==> config.mk <==
export PLATFORM = sky130hd
export DESIGN_NAME = exec_muldiv_seq
export DESIGN_NICKNAME = d
export VERILOG_FILES = /design/src/rtl/exec_muldiv_seq.sv
export SDC_FILE = /design/constraint.sdc
export NUM_CORES = 1
export LEC_CHECK = 0
export CAP_MARGIN = 20
export CORE_ASPECT_RATIO = 2
export CORE_MARGIN = 2
export CORE_UTILIZATION = 34
export DETAILED_ROUTE_END_ITERATION = 8
export GPL_ROUTABILITY_DRIVEN = 0
export GPL_TIMING_DRIVEN = 0
export HOLD_SLACK_MARGIN = 0.02
export SLEW_MARGIN = 20
export SYNTH_ARGS = -nofsm -noshare
export SYNTH_HDL_FRONTEND = slang
export SYNTH_SLANG_ARGS = --single-unit
==> constraint.sdc <==
create_clock -name clk -period 4.2 [get_ports clk]
set_clock_uncertainty 0.05 [all_clocks]
set_input_delay 0.63 -clock clk [delete_from_list [all_inputs] [get_ports clk]]
set_output_delay 0.63 -clock clk [all_outputs]
set_load 0.02 [all_outputs]
==> src/rtl/exec_muldiv_seq.sv <==
// exec_muldiv_seq: multi-cycle shift-add multiply / restoring divide sequencer that stalls the pipe while it runs (signed mode: EXEC_MULDIV_SIGNED_EN)
module exec_muldiv_seq #(
  parameter int WIDTH = 16,
  parameter int CNT_W = 5
) (
  input  logic             clk,
  input  logic             rst_n,
  input  logic             start,
  input  logic             op_div,
  input  logic [WIDTH-1:0] opA,
  input  logic [WIDTH-1:0] opB,
  input  logic             flush,
`ifdef EXEC_MULDIV_SIGNED_EN
  input  logic             sign,
`endif
  output logic             stall,
  output logic             busy,
  output logic             done,
  output logic [WIDTH-1:0] result_lo,
  output logic [WIDTH-1:0] result_hi,
  output logic             err
);
  localparam logic [1:0] IDLE = 2'd0;
  localparam logic [1:0] RUN  = 2'd1;
  localparam logic [1:0] DONE = 2'd2;
  localparam logic [1:0] FIX  = 2'd3;
  logic [1:0]       state;
  logic [CNT_W-1:0] cnt;
  logic [WIDTH-1:0] hi_r, lo_r, b_r, a_in, b_in, next_hi, next_lo;
  logic             div_r, sgn_in, fix_go;
  logic [WIDTH:0]   add_a, add_b, sum;
`ifdef EXEC_MULDIV_SIGNED_EN
  logic             sgn_r, neg_q, neg_r;
  assign sgn_in = sign;
  assign fix_go = sgn_r;
`else
  assign sgn_in = 1'b0;
  assign fix_go = 1'b0;
`endif
  // Operand magnitudes at accept; hi/lo hold acc/multiplier or remainder/quotient, b_r the fixed operand
  always_comb begin
    a_in    = (sgn_in && opA[WIDTH-1]) ? -opA : opA;
    b_in    = (sgn_in && opB[WIDTH-1]) ? -opB : opB;
    add_a   = div_r ? {hi_r, lo_r[WIDTH-1]} : {1'b0, hi_r};
    add_b   = div_r ? ~{1'b0, b_r} : (lo_r[0] ? {1'b0, b_r} : '0);
    sum     = add_a + add_b + {{WIDTH{1'b0}}, div_r};
    next_hi = div_r ? (sum[WIDTH] ? add_a[WIDTH-1:0] : sum[WIDTH-1:0]) : sum[WIDTH:1];
    next_lo = div_r ? {lo_r[WIDTH-2:0], ~sum[WIDTH]} : {sum[0], lo_r[WIDTH-1:1]};
  end
  assign busy  = state != IDLE;
  assign done  = state == DONE;
  assign stall = (state == IDLE && start && !flush) || state == RUN || state == FIX;
  // Sequencer: accept, iterate WIDTH steps, optional sign fix, then one-cycle done
  always_ff @(posedge clk or negedge rst_n) begin
    if (!rst_n) begin
      state     <= IDLE;
      cnt       <= '0;
      hi_r      <= '0;
      lo_r      <= '0;
      b_r       <= '0;
      div_r     <= 1'b0;
      result_lo <= '0;
      result_hi <= '0;
      err       <= 1'b0;
`ifdef EXEC_MULDIV_SIGNED_EN
      sgn_r     <= 1'b0;
      neg_q     <= 1'b0;
      neg_r     <= 1'b0;
`endif
    end else if (flush) begin
      state <= IDLE;
    end else if (state == IDLE) begin
      if (start) begin
        div_r <= op_div;
        hi_r  <= '0;
        lo_r  <= op_div ? a_in : b_in;
        b_r   <= op_div ? b_in : a_in;
        cnt   <= '0;
        err   <= 1'b0;
`ifdef EXEC_MULDIV_SIGNED_EN
        sgn_r <= sign;
        neg_q <= sign && (opA[WIDTH-1] ^ opB[WIDTH-1]);
        neg_r <= sign && opA[WIDTH-1];
`endif
        if (op_div && opB == '0) begin
          state     <= DONE;
          err       <= 1'b1;
          result_lo <= '1;
          result_hi <= opA;
        end else begin
          state <= RUN;
        end
      end
    end else if (state == RUN) begin
      hi_r <= next_hi;
      lo_r <= next_lo;
      cnt  <= cnt + 1'b1;
      if (cnt == CNT_W'(WIDTH - 1)) begin
        state <= fix_go ? FIX : DONE;
        if (!fix_go) begin
          result_lo <= next_lo;
          result_hi <= next_hi;
        end
      end
    end else if (state == FIX) begin
      state <= DONE;
`ifdef EXEC_MULDIV_SIGNED_EN
      if (div_r) begin
        result_lo <= neg_q ? -lo_r : lo_r;
        result_hi <= neg_r ? -hi_r : hi_r;
      end else begin
        {result_hi, result_lo} <= neg_q ? -{hi_r, lo_r} : {hi_r, lo_r};
      end
`endif
    end else begin
      state <= IDLE;
    end
  end
endmodule
==> impl_metrics.toml, run 1 <==
[status]
outcome = "completed"

[setup_path]
timing.rr.end = "result_hi[9]$_DFFE_PN0P_"
arrival_ps = 4170
reg2reg_from = "div_r$_DFFE_PN0P_"
ff2ff_setup_slack_ps = 220
critical_path.startpoint_type = "flip-flop"
path_class = "reg2reg"
cp-end-kind = "flip-flop"
crit_required_ps = 4390
worst-path-max-fanout = 10
rr_worst_depth = 14

[layout]
area_delta_synth_final_pct = 25.3
finalNonFillerCells = 917
n_antenna_cell = 0
nets = 764
drive_above_1_share_pct = 11.1

[routing]
firstDrtPassIters = 4
final_antenna_net_count = 0
drt-total-wl_um = 19300
wl_per_cell_um = 21.0
first_iter_violations = 302
routed-via-count = 5172
post-route-drc-count = 0
vias_per_cell = 5.64

[power_and_ir_drop]
ir_worst_vdd_mv = 0.183
power_density_mw_per_mm2 = 541
power.total_mw = 3.82
p_leak_nw = 3.14

[place]
place_inst = 890
dp_hpwl_um = 15600
dp_slack_ps = -669
port_buffers = 71

[yosys]
avgSynthCellArea_um2 = 9.17
yosysTopAreaCell = "dfrtp_1"
synth_commonest_cells = "dfrtp_1 (89), nand2_1 (67), o21ai_0 (61), nor2_1 (49), mux2i_1 (47)"
synth_cell_types = 58
ys_top_cells_by_area = "dfrtp_1 (40%), mux2i_1 (8.4%), o21ai_0 (5.4%)"
ys.flop_type = "dfrtp_1"
ys_seq_area_share_pct = 39.5
synth_seq_cells = 89
synth_edf_count = 0
synth_nets = 670
synth_most_common_cell = "dfrtp_1"
syn_inst = 614
synth_area_mm2 = 0.00563
synth_warnings = 0
synth_top_area_share_pct = 39.5
async_reset_ff_share_pct = 100

[grt]
overflow = 0
antenna_found_initial = 0
grt.total_usage_pct = 22.8
grt_start_max_net_pins = 56
grt_first_pass_wirelength_um = 29700
first_global_vias = 5386

[clocking]
ctsRootBufferMaster = "clkbuf_16"
path_clk_slew_ps = 60
cts_tree = "yes"
cts_made_buffers = 9
ctsHoldBuffers = 0
clock_path_buffers = 2
htree_levels = 3
clkSinkCount = 89
clock_latency_ps = 360

[timing]
setup_ws_ps = 215
setup_viol = 0
rsz0062_at_grt = "no"
slew_violations = 0
tightest_slew_ps = 852
hold_violations = 0
relSlewSlack_pct = 43.0
finalCritPeriodShare_pct = 94.9
timing.fmax_mhz = 251
period_minus_slack_ps = 3980

[floorplan]
initial_core_util_pct = 34.6
rows = 66
die_x_um = 95.0
ios = 73
die_area_mm2 = 0.0177
core_mm2 = 0.0163
fp.dieH_um = 186

[run]
drv_cap = 0

[min_path]
hold_path.class = "in2async"
-- area by class of cell --
| type | instances | area, um^2 |
|---|---|---|
| plain buffers | 40 | 185 |
| clock buffers | 11 | 233 |
| clock inverters | 5 | 80.1 |
| fillers | 1577 | 9210 |
| inverters | 10 | 41.3 |
| multi-input cells | 474 | 3200 |
| flip-flops and latches | 89 | 2230 |
| well taps | 204 | 255 |
| repair buffers | 84 | 830 |
-- logic make-up after synthesis --
kind of cell | Yosys count | synth area share, %
flops | 89 | 39.5
mux | 66 | 12.2
simple gates | 166 | 13.6
buf+inv | 51 | 3.73
xor+xnor | 16 | 3.15
fa+ha+maj | 19 | 4.49
compound gates | 207 | 23.3
-- state kept, by name, summed over array words and instances (netlist names) --
| register | count |
|---|---|
| result_hi | 16 |
| state | 2 |
| cnt | 5 |
| b_r | 16 |
| hi_r | 16 |
| lo_r | 16 |
| div_r | 1 |
| err | 1 |
| result_lo | 16 |
-- worst max path at each step --
stage	end	cells after the start	start
after global placement	hi_r[6]$_DFFE_PN0P_	1	rst_n
final	result_hi[9]$_DFFE_PN0P_	14	div_r$_DFFE_PN0P_
after CTS	result_hi[9]$_DFFE_PN0P_	14	div_r$_DFFE_PN0P_
after global routing	result_hi[9]$_DFFE_PN0P_	14	div_r$_DFFE_PN0P_
after floorplan	hi_r[10]$_DFFE_PN0P_	15	div_r$_DFFE_PN0P_
after detailed placement	hi_r[10]$_DFFE_PN0P_	14	div_r$_DFFE_PN0P_
-- per-layer routing --
metal  part of all wire (%)  wire length (um)  global-route usage (%)  vias up
met4                    9.9              1900                    20.7        0
li1                       -                 -                       -     2419
met3                    3.3               641                    2.71       76
met1                     34              6560                    21.5     2523
met2                     53             10200                    41.6      154
met5                      0                 0                       0        -
-- metrics by stage --
stage	hold WS (ps)	setup TNS [ps]	cell area, um^2	util (%)
after detailed placement	423	-16410	6630	40.7
final	116	0	7060	43.4
after CTS	127	0	6980	42.9
after global placement	412	-90030	6600	40.6
after global routing	144	0	7060	43.4
after floorplan	284	0	5630	-
-- cells in the final DEF (no fill, tap or decap), drive strengths merged, types with 2 or more instances in the layout --
cell type      count
dfrtp             89
clkdlybuf4s50     70
nand2             68
o21ai             66
nor2              50
mux2i             47
a21oi             47
clkbuf            35
a211oi            30
buf               30
a21o              24
nor2b             19
mux2              19
ha                17
nand3             10
inv                9
xnor2              9
o22ai              8
xor2               7
a31oi              6
o21a               5
a22o               5
nor4               4
or3                4
clkinvlp           3
and3               3
o211ai             3
nand2b             2
nand4              2
nor3b              2
a221o              2
fa                 2
bufinv             2
-- worst max-delay path, stage by stage, from the launching register on --
cell	delay (ps)
dfrtp_2	450
clkbuf_4	240
clkbuf_4	250
mux2i_1	250
fa_1	270
inv_1	70
fa_1	410
a21oi_1	230
o211ai_2	180
o21ai_2	260
a21oi_4	140
xnor2_4	290
mux2i_1	280
a21oi_1	130
a221o_1	370
-- where the power goes --
part           internal (mW)  switching [mW]  leakage (nW)
sequential              1.03           0.161          1.12
clock                  0.521           0.352         0.146
combinational          0.731            1.03          1.87
total                   2.28            1.54          3.14
-- timing repair --
item	4_1_cts	5_1_grt
pin swaps	2	1
setup endpoints to repair	34	31
buffers inserted	5	7
resized for setup	8	11
hold endpoints to repair	0	0
Note: power is estimated with default switching activity, not from simulation.
==> run 2: changes to the inputs <==
PLACE_DENSITY = 0.53   (was unset)
==> run 2 against run 1 <==
Against the previous run: sequential share of layout area rose by 0.18 points; hold slack worse by 61 ps; register-to-register slack got worse by 20 ps; worst setup slack worse by 18 ps; global-route usage grew 1.6 points; critical path type unchanged.
==> impl_metrics.toml, run 2 (same netlist as run 1, synthesis figures left out) <==
[clocking]
clock_latency_ps = 350
clkSinkCount = 89
htree_levels = 3
cts_made_buffers = 9
ctsHoldBuffers = 0
clock_path_buffers = 2
cts_tree = "yes"
ctsRootBufferMaster = "clkbuf_16"
path_clk_slew_ps = 70

[power_and_ir_drop]
switchingPower_mw = 1.57
power_density_mw_per_mm2 = 540
p_leak_nw = 3.12
pwr-share-comb_pct = 46.7
seqPwrFrac_pct = 31.3
ir_worst_vdd_mv = 0.191
p_clk_share_pct = 22.0
swShare_pct = 41.3
power.total_mw = 3.79
internal-power_mw = 2.23

[timing]
hold_violations = 0
setup_ws_ps = 197
rsz0062_at_grt = "no"
setup_viol = 0
period_minus_slack_ps = 4000
timing.fmax_mhz = 250
finalCritPeriodShare_pct = 95.3
slew_violations = 0
tightest_slew_ps = 1100
relSlewSlack_pct = 26.4

[setup_path]
rr_worst_depth = 15
max_stage_delay_ps = 460
reg2reg_from = "div_r$_DFFE_PN0P_"
worst-path-stages = 15
cp-end-kind = "flip-flop"
crit_buf_inv = 4
ff2ff_setup_slack_ps = 200
cp_cell_sequence = "clkbuf_4, clkbuf_4, mux2i_1, fa_1, inv_1, fa_1, a21oi_1, o211ai_2, o21ai_2, a21oi_4, xnor2_4, buf_4, a221oi_2, nor2_1, a221o_1"
path_class = "reg2reg"
critPathSlowestCell = "dfrtp_2"
critical_path.startpoint_type = "flip-flop"
timing.rr.end = "result_hi[13]$_DFFE_PN0P_"
cpLargestDelayFamily = "compound AO/OA/AOI/OAI gates"
startpoint = "div_r$_DFFE_PN0P_"
crit_required_ps = 4390
arrival_ps = 4190
worst-path-max-fanout = 10

[grt]
overflow = 0
grt_start_max_net_pins = 75
first_global_vias = 5517
antenna_found_initial = 0
grt_first_pass_wirelength_um = 31600
grt.total_usage_pct = 24.4

[layout]
layout_common_cells = "dfrtp_1 (88), clkdlybuf4s50_1 (70), nand2_1 (67), o21ai_0 (57), nor2_1 (49)"
final_common_cell = "dfrtp_1"
drive_above_1_share_pct = 10.8
finalNonFillerCells = 914
area_delta_synth_final_pct = 24.5
n_antenna_cell = 0
nets = 761
final_util_pct = 43.1
nFillCells = 1633

[status]
outcome = "completed"

[routing]
wl_per_cell_um = 22.1
routed-via-count = 5079
final_antenna_net_count = 0
post-route-drc-count = 0
drt-total-wl_um = 20200
vias_per_cell = 5.56
first_iter_violations = 293
firstDrtPassIters = 5

[floorplan]
die_x_um = 95.0
ios = 73
rows = 66
fp.dieH_um = 186
core_mm2 = 0.0163
initial_core_util_pct = 34.6
die_area_mm2 = 0.0177

[min_path]
hold_path.class = "in2async"

[place]
place_inst = 890
dp_slack_ps = -825
port_buffers = 71
dp_hpwl_um = 16000

[run]
drv_cap = 0
-- run 2: cell count changes in the layout (fill, tap and decap cells not counted), sizes merged --
cell    previous run  this run
clkinv             1         2
buf               30        28
clkbuf            35        34
bufinv             2         1
-- run 2: final cells by class --
type,instances,area (um^2),area share (%)
plain buffers,40,183,2.60
clock buffers,11,243,3.46
clock inverters,5,55.1,0.785
inverters,10,41.3,0.589
multi-input cells,474,3200,45.7
flip-flops and latches,89,2230,31.8
well taps,204,255,3.64
repair buffers,81,807,11.5
-- run 2: worst reg2reg max path, stage by stage, from the launching register on --
cell and delay, ps:
dfrtp_2 460, clkbuf_4 260, clkbuf_4 270, mux2i_1 270, fa_1 240, inv_1 60
fa_1 400, a21oi_1 220, o211ai_2 160, o21ai_2 270, a21oi_4 150, xnor2_4 200
buf_4 180, a221oi_2 270, nor2_1 120, a221o_1 330
-- run 2: repair_timing --
item                       in CTS  in global routing
buffers inserted                6                  3
pin swaps                       2                  0
gates resized for setup        11                  8
setup endpoints to repair      34                 28
-- run 2: power groups by stage --
stage / Sequential, mW / Combinational, mW / Clock, mW
after CTS: 1.18 / 1.74 / 0.838
final: 1.19 / 1.77 / 0.833
after detailed placement: 1.19 / 1.70 / 0
after global placement: 1.19 / 1.67 / 0
after floorplan: 1.16 / 1.18 / 0
after global routing: 1.21 / 1.95 / 0.876
-- run 2: metrics by stage --
step | setup TNS, ps | hold slack, ps | area [um^2]
2_1_floorplan | 0 | 284 | 5630
3_3_place_gp | -106970 | 412 | 6600
3_5_place_dp | -19200 | 422 | 6630
4_1_cts | 0 | 49.3 | 6980
5_1_grt | 0 | 55.2 | 7020
6_report | 0 | 55.8 | 7020
-- run 2: how the worst max path moves through the flow --
stage,to,slack (ps)
3_3_place_gp,hi_r[6]$_DFFE_PN0P_,-1030
4_1_cts,hi_r[8]$_DFFE_PN0P_,0.2
6_report,result_hi[13]$_DFFE_PN0P_,200
5_1_grt,result_hi[13]$_DFFE_PN0P_,3
3_5_place_dp,hi_r[10]$_DFFE_PN0P_,-830
2_1_floorplan,hi_r[10]$_DFFE_PN0P_,490
-- run 2: metal layers --
layer / vias up / global-route usage, % / share of wire, %
li1: 2401 / - / -
met1: 2449 / 25.7 / 36
met2: 160 / 41.9 / 51
met3: 69 / 2.96 / 3.3
met4: 0 / 21.0 / 9.0
met5: - / 0 / 0
